## src/rtl/gf16_pkg.sv

```systemverilog
// rtl/gf16_pkg.sv - GF(16) field constants, code sizes and constant-multiply helper
package gf16_pkg;

  localparam int SYM_W = 4;
  localparam int N     = 15;
  localparam int K     = 11;
  localparam int NSYN  = 4;

  localparam logic [4:0] GF_POLY = 5'b10011;

  typedef logic [SYM_W-1:0] sym_t;

  typedef enum logic [2:0] {
    SEQ_IDLE,
    SEQ_OUT1,
    SEQ_OUT2,
    SEQ_OUT3,
    SEQ_OUT4
  } seq_state_t;

  // Repeated multiply by alpha; with a constant p this unrolls to a pure XOR network.
  function automatic sym_t gf_mul_alpha_pow(input sym_t sym, input int p);
    sym_t r;
    r = sym;
    for (int i = 0; i < p; i++) begin
      r = {r[SYM_W-2:0], 1'b0} ^ (r[SYM_W-1] ? GF_POLY[SYM_W-1:0] : '0);
    end
    return r;
  endfunction

endpackage

```

## src/rtl/gf16_const_mul.sv

```systemverilog
// rtl/gf16_const_mul.sv - combinational multiply of a GF(16) symbol by alpha^P
module gf16_const_mul
  import gf16_pkg::*;
#(
  parameter int P = 1
) (
  input  logic [SYM_W-1:0] sym,
  output logic [SYM_W-1:0] prod
);

  assign prod = gf_mul_alpha_pow(sym, P);

endmodule

```

## src/rtl/rs_syndrome.sv

```systemverilog
// rtl/rs_syndrome.sv - RS(15,11) syndrome accumulators with serial S1..S4 output sequencer
module rs_syndrome
  import gf16_pkg::*;
(
  input  logic             CLK,
  input  logic             RESET,
  input  logic [SYM_W-1:0] IN_SERIAL,
  input  logic [NSYN-1:0]  CONTROL,
  output logic [SYM_W-1:0] OUT_SERIAL
);

  sym_t       acc     [NSYN];
  sym_t       acc_mul [NSYN];
  sym_t       syn_q   [1:NSYN-1];
  sym_t       out_q;
  sym_t       out_next;
  seq_state_t state_q;
  seq_state_t next_state;
  logic       capture;

  assign capture    = (CONTROL == '0);
  assign OUT_SERIAL = out_q;

  for (genvar g = 0; g < NSYN; g++) begin : g_mul
    gf16_const_mul #(.P(g + 1)) u_mul (
      .sym  (acc[g]),
      .prod (acc_mul[g])
    );
  end

  // acc[j] evaluates the received polynomial at alpha^(j+1) by Horner's rule.
  always_ff @(posedge CLK or negedge RESET) begin
    if (!RESET) begin
      for (int j = 0; j < NSYN; j++) acc[j] <= '0;
    end else begin
      for (int j = 0; j < NSYN; j++) begin
        acc[j] <= CONTROL[j] ? (acc_mul[j] ^ IN_SERIAL) : IN_SERIAL;
      end
    end
  end

  // S1 goes straight to out_q on capture; S2..S4 wait here for their slot.
  always_ff @(posedge CLK or negedge RESET) begin
    if (!RESET) begin
      for (int j = 1; j < NSYN; j++) syn_q[j] <= '0;
    end else if (capture) begin
      for (int j = 1; j < NSYN; j++) syn_q[j] <= acc[j];
    end
  end

  always_ff @(posedge CLK or negedge RESET) begin
    if (!RESET) begin
      state_q <= SEQ_IDLE;
      out_q   <= '0;
    end else begin
      state_q <= next_state;
      out_q   <= out_next;
    end
  end

  always_comb begin
    next_state = state_q;
    out_next   = '0;
    if (capture) begin
      next_state = SEQ_OUT1;
      out_next   = acc[0];
    end else begin
      case (state_q)
        SEQ_OUT1: begin
          next_state = SEQ_OUT2;
          out_next   = syn_q[1];
        end
        SEQ_OUT2: begin
          next_state = SEQ_OUT3;
          out_next   = syn_q[2];
        end
        SEQ_OUT3: begin
          next_state = SEQ_OUT4;
          out_next   = syn_q[3];
        end
        default: next_state = SEQ_IDLE;
      endcase
    end
  end

endmodule

```

## config.mk

```make
export PLATFORM = sky130hd
export DESIGN_NAME = rs_syndrome
export DESIGN_NICKNAME = d
export VERILOG_FILES = /design/src/rtl/gf16_pkg.sv /design/src/rtl/gf16_const_mul.sv /design/src/rtl/rs_syndrome.sv
export SDC_FILE = /design/constraint.sdc
export NUM_CORES = 1
export LEC_CHECK = 0
export ABC_CLOCK_PERIOD_IN_PS = 3800
export CORE_MARGIN = 5
export CORE_UTILIZATION = 60
export CTS_CLUSTER_DIAMETER = 120
export DETAILED_ROUTE_END_ITERATION = 10
export GPL_ROUTABILITY_DRIVEN = 0
export PLACE_DENSITY = 0.83
export SYNTH_ARGS = -nofsm -noshare
export SYNTH_HDL_FRONTEND = slang
export SYNTH_SLANG_ARGS = --single-unit
export TNS_END_PERCENT = 5
```

## constraint.sdc

```tcl
create_clock -name CLK -period 3.8 [get_ports CLK]
set_clock_uncertainty 0.1 [all_clocks]
set_input_delay 0.38 -clock CLK [delete_from_list [all_inputs] [get_ports CLK]]
set_output_delay 0.38 -clock CLK [all_outputs]
set_load 0.1 [all_outputs]
```

==> impl_metrics.tcl, run 1 <==
set metrics [dict create \
    status "finished clean" \
    cp-start-kind "register" \
    r2r_end "OUT_SERIAL[1]" \
    core-area_um2 2480 \
    drv_slew 0 \
    final_cell_mix "dfrtp_1 (35), nand2_1 (20), xnor2_1 (17), mux2_2 (13), clkdlybuf4s50_1 (13)" \
    grt_max_degree 36 \
    synth_area_um2 1540 \
    peakVddDrop_mv 0.526 \
    viasPerCell 5.34 \
    drc_errors 0 \
    multi_input_area_um2 624 \
    synth-adder-area-share 0 \
    area_growth_pct 12.7 \
    startpoint "OUT_SERIAL[1]" \
    clk_pin_slew_ns 0.10 \
    setup_viol 0 \
    io_buffers 13 \
    synthMuxAreaShare 0.147 \
    die_x_um 60.7 \
    hold_class "in -> async" \
    p_leak_uw 0.000750 \
    drive_gt1_frac 0.178 \
    avgRoutedWirePerCell_um 16.0 \
    finalCritPeriodShare 0.599 \
    cts_buffers 5 \
    finalSetupTns_ns 0 \
    cts_root_buffer "clkbuf_4" \
    syn_area_per_cell_um2 12.7 \
    grt_pass1_wl_um 4510 \
    yosys_register_bits 35 \
    fp.dieArea_um2 3690 \
    cp.required_ns 3.32 \
    clk_path_buf_depth 2 \
    power_density_nw_per_um2 785 \
    synth_fp_nets 131 \
    path_cells "clkdlybuf4s50_1" \
    finalCriticalPeriod_ns 2.28 \
    dpl.hpwl_um 1940 \
    antenna_found_initial 0 \
    power_switching_share 0.374 \
    power_frac_seq 0.481 \
    cts.sinks 35 \
    via_count 881 \
    fin_ws_ns 1.52 \
    r2r_start "state_q[0]" \
    cts_tree "done" \
    die_h_um 60.7 \
    yosysSeqAreaShare 0.568 \
    switchingPower_uw 511 \
    crit_buf_inv 1 \
    power.share.clock 0.148 \
    insertion_delay_ns 0.33 \
    worstPathArrival_ns 1.80 \
    pre_cts_ws_ns 1.72 \
    finalWirelength_um 2640 \
    ant_nets 0 \
    cp-end-kind "primary output" \
    nFillCells 199 \
    ys_warn_count 0 \
    io_pins 14 \
    crit_type "reg -> out" \
    synth_compound_area_frac 0.0276 \
    initial_core_util 0.623 \
    track_usage 0.177 \
    htreeDepth 2 \
    cp_slowest_stage_delay_ns 1.13 \
    synth_top_family_by_area "XOR/XNOR gates" \
    p_comb_frac 0.371 \
    final_common_cell "dfrtp_1" \
    drtIter0Drc 21 \
    rrSetupSlack_ns 2.41 \
    nets 145 \
    relSlewSlack 0.346 \
    rsz0062_at_grt "no" \
    yosys.area_share.simple 0.0827 \
    cpLargestDelayFamily "buffers and inverters" \
    post-cts-setup-buffer-count 0 \
    clock.fmax_mhz 439 \
    num_antenna_cells 0 \
    dr.pass1.iters 4 \
    overflow 0 \
    hold_viol_final 0 \
    cp_max_fo 1 \
    maxCapViolCount 0 \
    tightest_slew_ns 0.978 \
    grt_pass1_vias 958 \
    synth.distinct_cells 17 \
    reg2regPathDepth 3 \
    synth-xor-area-share 0.148 \
    crit_path_top_delay_cell "clkdlybuf4s50_1" \
    netlist_instances 121 \
    cts_resized 0 \
    register_area_um2 876 \
    internal_power_uw 854 \
    rows 18 \
    ctsHoldBuffers 0 \
]
[per-stage QoR]
stage | total power, uW | cells | area (um^2) | util | hold WS [ns]
final | 1370 | 165 | 1740 | 0.702 | 0.368
after global routing | 1450 | 165 | 1740 | 0.702 | 0.409
after CTS | 1380 | 165 | 1740 | 0.702 | 0.380
after detailed placement | 1180 | 158 | 1680 | 0.679 | 0.368
after global placement | 1150 | 158 | 1680 | 0.679 | 0.361
after floorplan | 1050 | 121 | 1540 | - | -0.0156
[area by class of cell]
cell class | count | area share
Sequential cell | 35 | 0.504
Multi-Input combinational cell | 78 | 0.359
Timing Repair Buffer | 15 | 0.0835
Clock buffer | 6 | 0.0295
Tap cell | 30 | 0.0216
Clock inverter | 1 | 0.00288
[power groups by stage]
stage          clock (uW)  combinational [uW]  sequential (uW)
6_report              202                 507              657
5_1_grt               224                 548              679
4_1_cts               207                 514              659
3_5_place_dp            0                 510              667
3_3_place_gp            0                 496              655
2_1_floorplan           0                 332              719
[cell families after synthesis]
group / count (synthesis)
compound gates: 5
flops: 35
buf+inv: 8
xor+xnor: 26
mux: 21
simple gates: 26
[sequential cells by signal (all words and copies together), names as in the netlist]
register and flops:
acc 16, state_q 3, OUT_SERIAL 4, syn_q 12
[worst max path at each step]
stage / endpoint / cells after the start
after floorplan: syn_q[11] / 3
after global placement: syn_q[10] / 4
after detailed placement: syn_q[0] / 4
after CTS: OUT_SERIAL[1] / 1
after global routing: OUT_SERIAL[1] / 1
final: OUT_SERIAL[1] / 1
[Yosys cell counts]
library cell / count / area share
dfrtp_1: 35 / 0.57
nor3b_1: 1 / 0.0049
nor4_4: 1 / 0.014
nand2b_1: 2 / 0.0081
nor2_2: 1 / 0.0041
xor2_1: 9 / 0.051
buf_6: 1 / 0.0073
clkbuf_1: 5 / 0.012
buf_4: 1 / 0.0049
nor3_1: 1 / 0.0032
xnor2_1: 17 / 0.097
mux2i_1: 8 / 0.052
mux2_2: 13 / 0.095
a22o_1: 4 / 0.023
o21bai_1: 1 / 0.0049
nand2_1: 20 / 0.049
buf_2: 1 / 0.0032
[layer usage]
layer  part of all wire  track usage  routed length [um]  up-vias
met1               0.46        0.226                1220      436
met3              0.036       0.0511                  95        6
met4              0.018       0.0929                  48        0
met2               0.48        0.275                1280       14
met5                  0            0                   0        -
li1                   -            -                   -      425
No activity file was read; power rests on OpenSTA's default activity.
==> inputs of run 2 (changes only) <==
--- a/config.mk
+++ b/config.mk
@@ -5,13 +5,13 @@
 export SDC_FILE = /design/constraint.sdc
 export NUM_CORES = 1
 export LEC_CHECK = 0
-export ABC_CLOCK_PERIOD_IN_PS = 3800
+export ABC_CLOCK_PERIOD_IN_PS = 2200
 export CORE_MARGIN = 5
-export CORE_UTILIZATION = 60
+export CORE_UTILIZATION = 55
 export CTS_CLUSTER_DIAMETER = 120
 export DETAILED_ROUTE_END_ITERATION = 10
 export GPL_ROUTABILITY_DRIVEN = 0
-export PLACE_DENSITY = 0.83
+export PLACE_DENSITY = 0.77
 export SYNTH_ARGS = -nofsm -noshare
 export SYNTH_HDL_FRONTEND = slang
 export SYNTH_SLANG_ARGS = --single-unit
==> constraint.sdc (replaced) <==
create_clock -name CLK -period 2.2 [get_ports CLK]
set_clock_uncertainty 0.1 [all_clocks]
set_input_delay 0.22 -clock CLK [delete_from_list [all_inputs] [get_ports CLK]]
set_output_delay 0.22 -clock CLK [all_outputs]
set_load 0.1 [all_outputs]
==> run 2 against run 1 <==
Effect of this change:
- clock power up 91%
- utilization down 6.2 points
- via count up 1.1%
- critical path depth grew 3
- global-route usage fell by 1.8 points
- cell area up 0.65%
- clock-buffer cell count grew 2
- cell count increased by 1.8%
- first-iteration DRC count is 24% lower
- die area is 7.6% higher
- critical path type is now in -> reg
- largest cell class unchanged
==> impl_metrics.tcl, run 2 (synthesized netlist as in run 1, its figures left out) <==
set metrics [dict create \
    status "finished clean" \
    setup_viol 0 \
    post-cts-setup-buffer-count 0 \
    die_h_um 63.0 \
    path_cells "clkdlybuf4s50_1 -> nor4_4 -> buf_4 -> mux2_2" \
    track_usage 0.159 \
    dpl.hpwl_um 1940 \
    finalCriticalPeriod_ns 1.54 \
    clk_pin_slew_ns 0.10 \
    power_switching_share 0.368 \
    grt.met1_usage 0.202 \
    power.share.clock 0.162 \
    p_comb_frac 0.363 \
    top_register "acc" \
    finalCritPeriodShare 0.701 \
    antenna_found_initial 0 \
    nets 146 \
    reg2regPathDepth 3 \
    cpLargestDelayFamily "buffers and inverters" \
    crit_path_top_delay_cell "clkdlybuf4s50_1" \
    core-area_um2 2730 \
    cp-start-kind "input port" \
    final_cell_mix "dfrtp_1 (35), nand2_1 (20), xnor2_1 (17), mux2_2 (13)" \
    cp_slowest_stage_delay_ns 0.53 \
    htreeDepth 2 \
    cp.required_ns 2.33 \
    cts_tree "done" \
    avgRoutedWirePerCell_um 15.7 \
    io_pins 14 \
    power_density_nw_per_um2 1360 \
    num_antenna_cells 0 \
    tightest_slew_ns 0.431 \
    drtIter0Drc 16 \
    drive_gt1_frac 0.212 \
    finalSetupTns_ns 0 \
    cp_max_fo 15 \
    p_leak_uw 0.000766 \
    cp-end-kind "register" \
    rows 19 \
    drc_errors 0 \
    via_count 891 \
    grt_busiest_layer "met2" \
    grt_pass1_vias 984 \
    clock.fmax_mhz 648 \
    hold_class "in -> async" \
    internal_power_uw 1510 \
    cts.sinks 35 \
    relSlewSlack 0.713 \
    maxCapViolCount 0 \
    initial_core_util 0.564 \
    cts_root_buffer "clkbuf_4" \
    largest_reg_flops 16 \
    finalWirelength_um 2640 \
    cts_resized 0 \
    worstPathArrival_ns 1.67 \
    fp.dieArea_um2 3960 \
    dr.pass1.iters 2 \
    switchingPower_uw 878 \
    use_met3 0.0594 \
    use_met2 0.237 \
    area_growth_pct 13.5 \
    peakVddDrop_mv 1.16 \
    r2r_start "state_q[0]" \
    io_buffers 13 \
    power.total_uw 2380 \
    crit_type "in -> reg" \
    rrSetupSlack_ns 0.82 \
    drv_slew 0 \
    viasPerCell 5.30 \
    clk_path_buf_depth 2 \
    cts_buffers 5 \
    fin_area_um2 1750 \
    hold_viol_final 0 \
    grt_max_degree 36 \
    power_frac_seq 0.475 \
    die_x_um 63.0 \
    grt_pass1_wl_um 4790 \
    ctsHoldBuffers 0 \
    overflow 0 \
    insertion_delay_ns 0.33 \
    ant_nets 0 \
    final_common_cell "dfrtp_1" \
    rsz0062_at_grt "no" \
    r2r_end "OUT_SERIAL[0]" \
    crit_buf_inv 2 \
    startpoint "CONTROL[0]" \
    dpl_cell_area_um2 1680 \
]
## run 2: layer usage
| layer | up-vias | routed length (um) |
|---|---|---|
| met5 | - | 0 |
| met4 | 0 | 81 |
| met3 | 8 | 118 |
| met2 | 15 | 1230 |
| met1 | 443 | 1210 |
| li1 | 425 | - |
## run 2: final cells by class
class,instances,area (um^2)
clock buffers,8,68.8
fillers,225,983
multi-input cells,78,624
flip-flops and latches,35,876
well taps,31,38.8
repair buffers,16,143
## run 2: worst max-delay path by stage
stage / to / slack, ns / cells past startpoint
after floorplan: acc[1] / 0.93 / 3
after global placement: syn_q[0] / 0.34 / 4
after detailed placement: syn_q[3] / 0.30 / 4
after CTS: syn_q[3] / 0.67 / 4
after global routing: syn_q[9] / 0.63 / 4
final: syn_q[7] / 0.66 / 4
## run 2: through the flow
stage	hold WS [ns]	utilization	setup slack (ns)	cells
global placement	0.368	0.615	0.339	160
detailed placement	0.372	0.615	0.305	160
CTS	0.183	0.640	0.671	168
global route	0.201	0.640	0.631	168
finish	0.176	0.640	0.658	168
floorplan	-0.176	-	0.926	121
## run 2: power by group through the flow
stage	logic [uW]	clock network, uW	registers, uW
floorplan	573	0	1240
global placement	851	0	1130
detailed placement	871	0	1150
CTS	877	401	1140
global route	953	441	1180
finish	866	386	1130
## run 2: worst register-to-register path: stages, from the launching register on
cell and delay [ns]:
dfrtp_1 0.62, mux2i_1 0.26, mux2i_1 0.10, a22o_1 0.20
==> inputs of run 3 (changes only) <==
--- a/config.mk
+++ b/config.mk
@@ -5,7 +5,7 @@
 export SDC_FILE = /design/constraint.sdc
 export NUM_CORES = 1
 export LEC_CHECK = 0
-export ABC_CLOCK_PERIOD_IN_PS = 2200
+export ABC_CLOCK_PERIOD_IN_PS = 1540
 export CORE_MARGIN = 5
 export CORE_UTILIZATION = 55
 export CTS_CLUSTER_DIAMETER = 120
==> constraint.sdc (replaced) <==
create_clock -name CLK -period 1.54 [get_ports CLK]
set_clock_uncertainty 0.1 [all_clocks]
set_input_delay 0.154 -clock CLK [delete_from_list [all_inputs] [get_ports CLK]]
set_output_delay 0.154 -clock CLK [all_outputs]
set_load 0.1 [all_outputs]
==> run 3 against run 2 <==
Effect of this change:
- worst hold slack worse by 0.11 ns
- worst setup slack got worse by 0.51 ns
- sequential power is 45% higher
- register-to-register slack lost 0.66 ns
- largest cell class unchanged
- highest routed layer unchanged
==> impl_metrics.tcl, run 3 (synthesized netlist as in run 1, its figures left out) <==
set metrics [dict create \
    finalCriticalPeriod_ns 1.39 \
    cts.sinks 35 \
    initial_core_util 0.564 \
    power_density_nw_per_um2 1920 \
    fp.dieArea_um2 3960 \
    num_antenna_cells 0 \
    fin_ws_ns 0.150 \
    viasPerCell 5.29 \
    tightest_slew_ns 0.296 \
    avgRoutedWirePerCell_um 16.2 \
    hold_class "in -> async" \
    cts_buffers 5 \
    die_h_um 63.0 \
    drtIter0Drc 29 \
    die_x_um 63.0 \
    grt_max_degree 36 \
    core-area_um2 2730 \
    relSlewSlack 0.802 \
    ant_nets 0 \
    clock.fmax_mhz 719 \
    cts_resized 0 \
    cp.required_ns 1.67 \
    largest_reg_flops 16 \
    status "finished clean" \
    grt_pass1_vias 995 \
    dr.pass1.iters 4 \
    maxCapViolCount 0 \
    register_area_um2 876 \
    drv_slew 0 \
    pre_cts_ws_ns -0.198 \
    p_leak_uw 0.000805 \
    track_usage 0.167 \
    post-cts-setup-buffer-count 0 \
    via_count 910 \
    rsz0062_at_grt "no" \
    p_comb_frac 0.394 \
    cp-start-kind "input port" \
    cp-end-kind "register" \
    final_cell_mix "dfrtp_1 (35), nand2_1 (20), xnor2_1 (17), mux2_2 (13)" \
    grt_pass1_wl_um 4970 \
    io_pins 14 \
    power_switching_share 0.372 \
    nets 151 \
    drive_gt1_frac 0.241 \
    area_growth_pct 19.1 \
    switchingPower_uw 1310 \
    htreeDepth 2 \
    hold_viol_final 0 \
    final_common_cell "dfrtp_1" \
    overflow 0 \
    clk_pin_slew_ns 0.10 \
    top_register "acc" \
    finalWirelength_um 2780 \
    peakVddDrop_mv 1.59 \
    internal_power_uw 2220 \
    rows 19 \
    insertion_delay_ns 0.34 \
    dpl.hpwl_um 2100 \
    ctsHoldBuffers 0 \
    crit_type "in -> reg" \
    worstPathArrival_ns 1.52 \
    power.share.clock 0.142 \
    power.total_uw 3530 \
    power_frac_seq 0.464 \
    nFillCells 211 \
    io_buffers 13 \
    antenna_found_initial 0 \
    drc_errors 0 \
    cts_tree "done" \
    cts_root_buffer "clkbuf_4" \
    finalCritPeriodShare 0.903 \
    fin_util 0.672 \
    multi_input_area_um2 624 \
    cp_max_fo 9 \
    clk_path_buf_depth 2 \
    setup_viol 0 \
]
-- run 3: stage by stage --
step	instance area [um^2]	TNS [ns]	std cells	hold WS, ns
global placement	1780	-2.23	165	0.376
finish	1840	0	172	0.0688
global route	1840	0	172	0.0673
detailed placement	1780	-2.74	165	0.386
CTS	1840	0	172	0.0639
floorplan	1540	0	121	-0.242
-- run 3: final timing paths --
check / from / to / slack [ns] / cells past startpoint
worst max-delay path: CONTROL[3] / syn_q[9] / 0.15 / 4
worst min-delay path: RESET / state_q[0] / 0.07 / 2
worst max register to register: acc[3] / acc[1] / 0.16 / 3
worst min register to register: state_q[2] / state_q[1] / 0.40 / 1
max in group asynchronous: RESET / syn_q[2] / 1.09 / 2
min in group CLK: state_q[2] / state_q[1] / 0.40 / 1
-- run 3: layer usage --
layer	routed length [um]	share of wire	track usage	up-vias
met2	1240	0.45	0.237	21
li1	-	-	-	433
met5	0	0	0	-
met3	123	0.044	0.0612	9
met4	81	0.029	0.0769	0
met1	1330	0.48	0.225	447
-- run 3: final cells by class --
cell class / instances / share of cell area
Sequential cell: 35 / 0.477
Multi-Input combinational cell: 78 / 0.340
Timing Repair Buffer: 21 / 0.132
Clock buffer: 6 / 0.0279
Tap cell: 31 / 0.0211
Clock inverter: 1 / 0.00272
-- run 3: power groups by stage --
stage | combinational, uW | sequential [uW] | clock [uW]
global placement | 1360 | 1640 | 0
floorplan | 818 | 1770 | 0
detailed placement | 1400 | 1660 | 0
CTS | 1410 | 1640 | 521
global route | 1520 | 1690 | 572
finish | 1390 | 1640 | 499
-- run 3: critical path: stages --
cell and delay [ns]:
clkdlybuf4s50_1 0.53, nor4_4 0.27, buf_4 0.21, mux2_2 0.34
